===== src/rtl/audio_pdm_tx.sv =====
// audio_pdm_tx: FIFO-buffered PCM samples to first-order sigma-delta PDM speaker pins
module audio_pdm_tx #(
  parameter int CLK_DIV = 32,
  parameter int OSR = 64,
  parameter int FIFO_DEPTH = 16,
  parameter int PRIME_LEVEL = 8,
  parameter int IDLE_SAMPLES = 256,
  localparam int LW = $clog2(FIFO_DEPTH) + 1
) (
  input  logic          clk_i,
  input  logic          rst_ni,
  input  logic          enable_i,
  input  logic          data_spk_valid_i,
  input  logic [15:0]   data_spk_i,
  output logic          data_spk_ready_o,
  output logic          pwm_audio_o,
  output logic          pwm_sdaudio_o,
  output logic          underrun_o,
  output logic [LW-1:0] fifo_level_o
);
  localparam int AW = LW - 1;
  localparam int DW = $clog2(CLK_DIV);
  localparam int BW = $clog2(OSR);
  localparam int EW = $clog2(IDLE_SAMPLES + 1);
  typedef enum logic {IDLE, RUN} state_t;
  state_t state, state_n;
  logic [DW-1:0] div;
  logic [BW-1:0] bitcnt;
  logic [EW-1:0] empty_cnt, empty_cnt_n;
  logic [15:0] mem [FIFO_DEPTH];
  logic [AW-1:0] wptr, rptr;
  logic [LW-1:0] level;
  logic [15:0] held, held_n, acc;
  logic [16:0] sum;
  logic bit_tick, sample_tick, wr, pop, empty, underrun_n;
  assign bit_tick = div == DW'(CLK_DIV - 1);
  assign sample_tick = bit_tick && bitcnt == BW'(OSR - 1);
  assign empty = level == '0;
  assign data_spk_ready_o = level != LW'(FIFO_DEPTH);
  assign wr = enable_i && data_spk_valid_i && data_spk_ready_o;
  assign sum = {1'b0, acc} + {1'b0, held ^ 16'h8000};
  assign fifo_level_o = level;
  always_comb begin
    state_n = state;
    pop = 1'b0;
    held_n = held;
    empty_cnt_n = empty_cnt;
    underrun_n = 1'b0;
    if (!enable_i) begin
      state_n = IDLE;
      empty_cnt_n = '0;
    end else if (sample_tick) begin
      if (state == IDLE) begin
        if (level >= LW'(PRIME_LEVEL)) begin
          pop = 1'b1;
          held_n = mem[rptr];
          empty_cnt_n = '0;
          state_n = RUN;
        end
      end else if (!empty) begin
        pop = 1'b1;
        held_n = mem[rptr];
        empty_cnt_n = '0;
      end else begin
        held_n = '0;
        underrun_n = 1'b1;
        empty_cnt_n = empty_cnt + 1'b1;
        if (empty_cnt_n == EW'(IDLE_SAMPLES)) begin
          state_n = IDLE;
          empty_cnt_n = '0;
        end
      end
    end
  end
  always_ff @(posedge clk_i or negedge rst_ni) begin
    if (!rst_ni) begin
      state <= IDLE;
      div <= '0;
      bitcnt <= '0;
      empty_cnt <= '0;
      wptr <= '0;
      rptr <= '0;
      level <= '0;
      held <= '0;
      acc <= '0;
      pwm_audio_o <= 1'b0;
      pwm_sdaudio_o <= 1'b0;
      underrun_o <= 1'b0;
    end else begin
      state <= state_n;
      div <= bit_tick ? '0 : div + 1'b1;
      if (bit_tick) bitcnt <= (bitcnt == BW'(OSR - 1)) ? '0 : bitcnt + 1'b1;
      empty_cnt <= empty_cnt_n;
      held <= held_n;
      underrun_o <= underrun_n;
      pwm_sdaudio_o <= state_n == RUN;
      if (!enable_i) begin
        wptr <= '0;
        rptr <= '0;
        level <= '0;
      end else begin
        wptr <= wptr + AW'(wr);
        rptr <= rptr + AW'(pop);
        level <= level + LW'(wr) - LW'(pop);
      end
      if (state_n != RUN) begin
        acc <= '0;
        pwm_audio_o <= 1'b0;
      end else if (state == RUN && bit_tick) begin
        acc <= sum[15:0];
        pwm_audio_o <= sum[16];
      end
    end
  end
  always_ff @(posedge clk_i) begin
    if (wr) mem[wptr] <= data_spk_i;
  end
endmodule

===== config.mk =====
export PLATFORM = sky130hd
export DESIGN_NAME = audio_pdm_tx
export DESIGN_NICKNAME = d
export VERILOG_FILES = /design/src/rtl/audio_pdm_tx.sv
export SDC_FILE = /design/constraint.sdc
export NUM_CORES = 1
export LEC_CHECK = 0
export ABC_AREA = 1
export CORE_MARGIN = 2
export CORE_UTILIZATION = 39
export CTS_CLUSTER_DIAMETER = 150
export DETAILED_ROUTE_END_ITERATION = 8
export GPL_TIMING_DRIVEN = 0
export SLEW_MARGIN = 25
export SYNTH_ARGS = -nofsm -noshare
export SYNTH_HDL_FRONTEND = slang
export SYNTH_SLANG_ARGS = --single-unit

===== constraint.sdc =====
create_clock -name clk_i -period 8.5 [get_ports clk_i]
set_clock_uncertainty 0.15 [all_clocks]
set_input_delay 0.85 -clock clk_i [delete_from_list [all_inputs] [get_ports clk_i]]
set_output_delay 0.85 -clock clk_i [all_outputs]
set_load 0.1 [all_outputs]

==> results.py <==
metrics = {
    "status": {
        "outcome": "completed",
    },
    "placement": {
        "place.gp.congestion": 0.860,
        "dp_cells": 1743,
        "place_ws_ns": 4.57,
        "portBuffers": 28,
        "place_hpwl_um": 24500,
    },
    "timing": {
        "drv_slew": 0,
        "whs_ns": 0.160,
        "period_needed_ns": 3.60,
        "max_freq_ghz": 0.278,
        "finalSetupViolCount": 0,
        "relSlewSlack_pct": 34.8,
        "hold_viol": 0,
        "setup_ws_ns": 4.90,
        "timing.final.crit_share_pct": 42.3,
        "tns_ns": 0,
        "tightest_slew_ns": 0.974,
        "grt_setup_unrepaired": "false",
    },
    "finish": {
        "synthToLayoutAreaGrowth_pct": 15.5,
        "final_cell_count_no_fill": 1804,
        "drive_gt1_share_pct": 8.04,
        "mostFrequentLayoutCells": "edfxtp_1 (256), nand2_1 (224), nor2_1 (131)",
        "antenna_cells": 0,
        "nets": 1374,
        "final_common_cell": "edfxtp_1",
        "fill_cells": 3245,
    },
    "cts": {
        "root_buffer": "clkbuf_16",
        "cts_buffers": 36,
        "clk_latency_ns": 0.54,
        "clk_pin_slew_ns": 0.06,
        "cts.path.max_buffers": 3,
        "htree_levels": 2,
        "cts_sinks": 324,
        "ctsResizeCount": 0,
        "cts_post_setup_buffers_inserted": 0,
        "cts_tree": "yes",
        "holdBufCountCts": 0,
    },
    "critical_path": {
        "worstPathMaxFanout": 3,
        "cp_slowest_cell": "clkdlybuf4s50_1",
        "cp-start-kind": "register",
        "max_stage_delay_ns": 1.15,
        "end_kind": "output port",
        "path_class": "register to output port",
        "crit_arrival_ns": 2.60,
        "required_ns": 7.50,
        "crit_family": "buffers and inverters",
        "worst-path-buf-inv": 2,
        "cp_cell_sequence": "inv_1, ha_1, nor3b_1, nand2_1, clkdlybuf4s50_1",
    },
    "drt": {
        "drtIter0Drc": 848,
        "drc_errors": 0,
        "wirelength_um": 36000,
        "viasPerCell": 5.26,
        "vias": 9494,
        "wire_per_inst_um": 19.9,
        "first_pass_iters": 7,
        "final_antenna_net_count": 0,
    },
    "logic_synthesis": {
        "syn_area_um2": 13900,
        "seq_area_frac_synth_pct": 67.4,
        "ys_top_cells_by_area": "edfxtp_1 (55%), dfrtp_1 (12%), nand2_1 (6.0%)",
        "ys.warnings.count": 0,
        "synth_top_cell_area_share_pct": 55.2,
        "syn_inst": 1242,
        "ys_seq_elements": 324,
        "synthArstFlopShare_pct": 21.0,
        "yosysUniqueCellTypes": 46,
        "yosysTopAreaCell": "edfxtp_1",
        "avgSynthCellArea_um2": 11.2,
        "synth_edf_count": 256,
        "synth_ff_type": "edfxtp_1",
        "syn-num-nets": 1296,
    },
    "floorplanning": {
        "floorplan.initialDensity_pct": 39.3,
        "fp-row-count": 69,
        "die_h_um": 193,
        "dieArea_um2": 37200,
        "io_pins": 29,
        "die_w_um": 193,
        "fp.coreArea_um2": 35400,
    },
    "power_and_ir_drop": {
        "vdd_ir_drop_max_v": 0.000170,
        "report.power.total_mw": 3.37,
        "p_leak_nw": 6.05,
        "powerDensity_nw_per_um2": 209,
    },
    "global_route": {
        "grt_overflow": 0,
        "grt_pass1_vias": 9389,
        "grt_use_total_pct": 19.9,
        "antenna_found_initial": 0,
        "grt_pass1_wl_um": 55400,
        "grt_max_degree": 39,
    },
    "min_path": {
        "hold_path_class": "input pin to async pin",
    },
    "job": {
        "cap_violations": 0,
    },
}
==> through the flow <==
stage	utilization, %	instance area, µm²
6_report	45.4	16100
5_1_grt	45.4	16100
4_1_cts	45.4	16100
3_5_place_dp	42.4	15000
3_3_place_gp	41.8	14800
2_1_floorplan	-	13900
==> layout make-up <==
type	instances	area [µm²]	share of cell area, %
timing repair buffer	40	433	2.69
buffer	52	220	1.37
clock inverter	15	108	0.669
clock buffer	46	970	6.03
multi-input combinational	775	4040	25.1
sequential	324	9390	58.4
tap	461	577	3.59
inverter	91	342	2.12
==> worst paths after layout <==
check / startpoint / endpoint / slack (ns) / depth (start not counted)
min reg2reg: div[0] / div[0] / 0.33 / 1
max in group asynchronous: rst_ni / held[3] / 7.49 / 2
max: fifo_level_o[2] / data_spk_ready_o / 4.90 / 5
min in group clk_i: div[0] / div[0] / 0.33 / 1
min: rst_ni / empty_cnt[2] / 0.16 / 1
max reg2reg: div[0] / fifo_level_o[4] / 5.04 / 19
==> kinds of logic (layout without fill, tap and decap cells) <==
kind of cell    Yosys count  in the layout  synth area share [%]
simple gates            484            484                  14.5
flops                   324            324                  67.4
compound gates          243            243                  9.95
mux                       2              2                 0.144
buf+inv                 143            244                  4.03
xor+xnor                 12             12                 0.755
fa+ha+maj                34             34                  3.16
==> cells in the mapped netlist, types with 2 or more instances <==
cell	n
o2111ai_1	4
a21o_1	2
o22ai_1	8
clkbuf_1	33
o21ai_1	9
nor2_1	147
nor3_1	2
a311oi_1	4
dfrtp_1	68
nand4_1	15
nand2_4	2
ha_1	32
edfxtp_1	256
o21ai_0	121
nand2_1	224
a21oi_1	58
xor2_1	5
or2_2	4
buf_1	4
o221ai_1	24
buf_2	13
inv_2	5
o211ai_1	2
o21bai_1	2
inv_1	85
a31oi_1	3
mux2i_1	2
nor2_2	2
fa_1	2
nand3_1	82
xnor2_1	7
==> sequential cells by signal, indices dropped and copies added, names as in the netlist, 4 cells and up <==
signal / flops
empty_cnt: 9
acc: 16
held: 16
wptr: 4
fifo_level_o: 5
div: 5
mem: 256
bitcnt: 6
rptr: 4
==> routing by layer <==
| metal | global-route usage [%] | share of wire [%] | wire [µm] | vias up |
|---|---|---|---|---|
| met5 | 0 | 0 | 0 | - |
| met1 | 26.8 | 44 | 15700 | 4594 |
| met3 | 2.81 | 6.3 | 2260 | 68 |
| met2 | 33.4 | 47 | 17100 | 304 |
| li1 | - | - | - | 4528 |
| met4 | 6.41 | 2.7 | 970 | 0 |
==> report_power, final <==
part,internal (mW),total [mW],switching [mW]
logic,0.0460,0.187,0.141
registers,1.73,1.74,0.00813
clock network,0.810,1.44,0.628
Note: power is estimated with default switching activity, not from simulation.
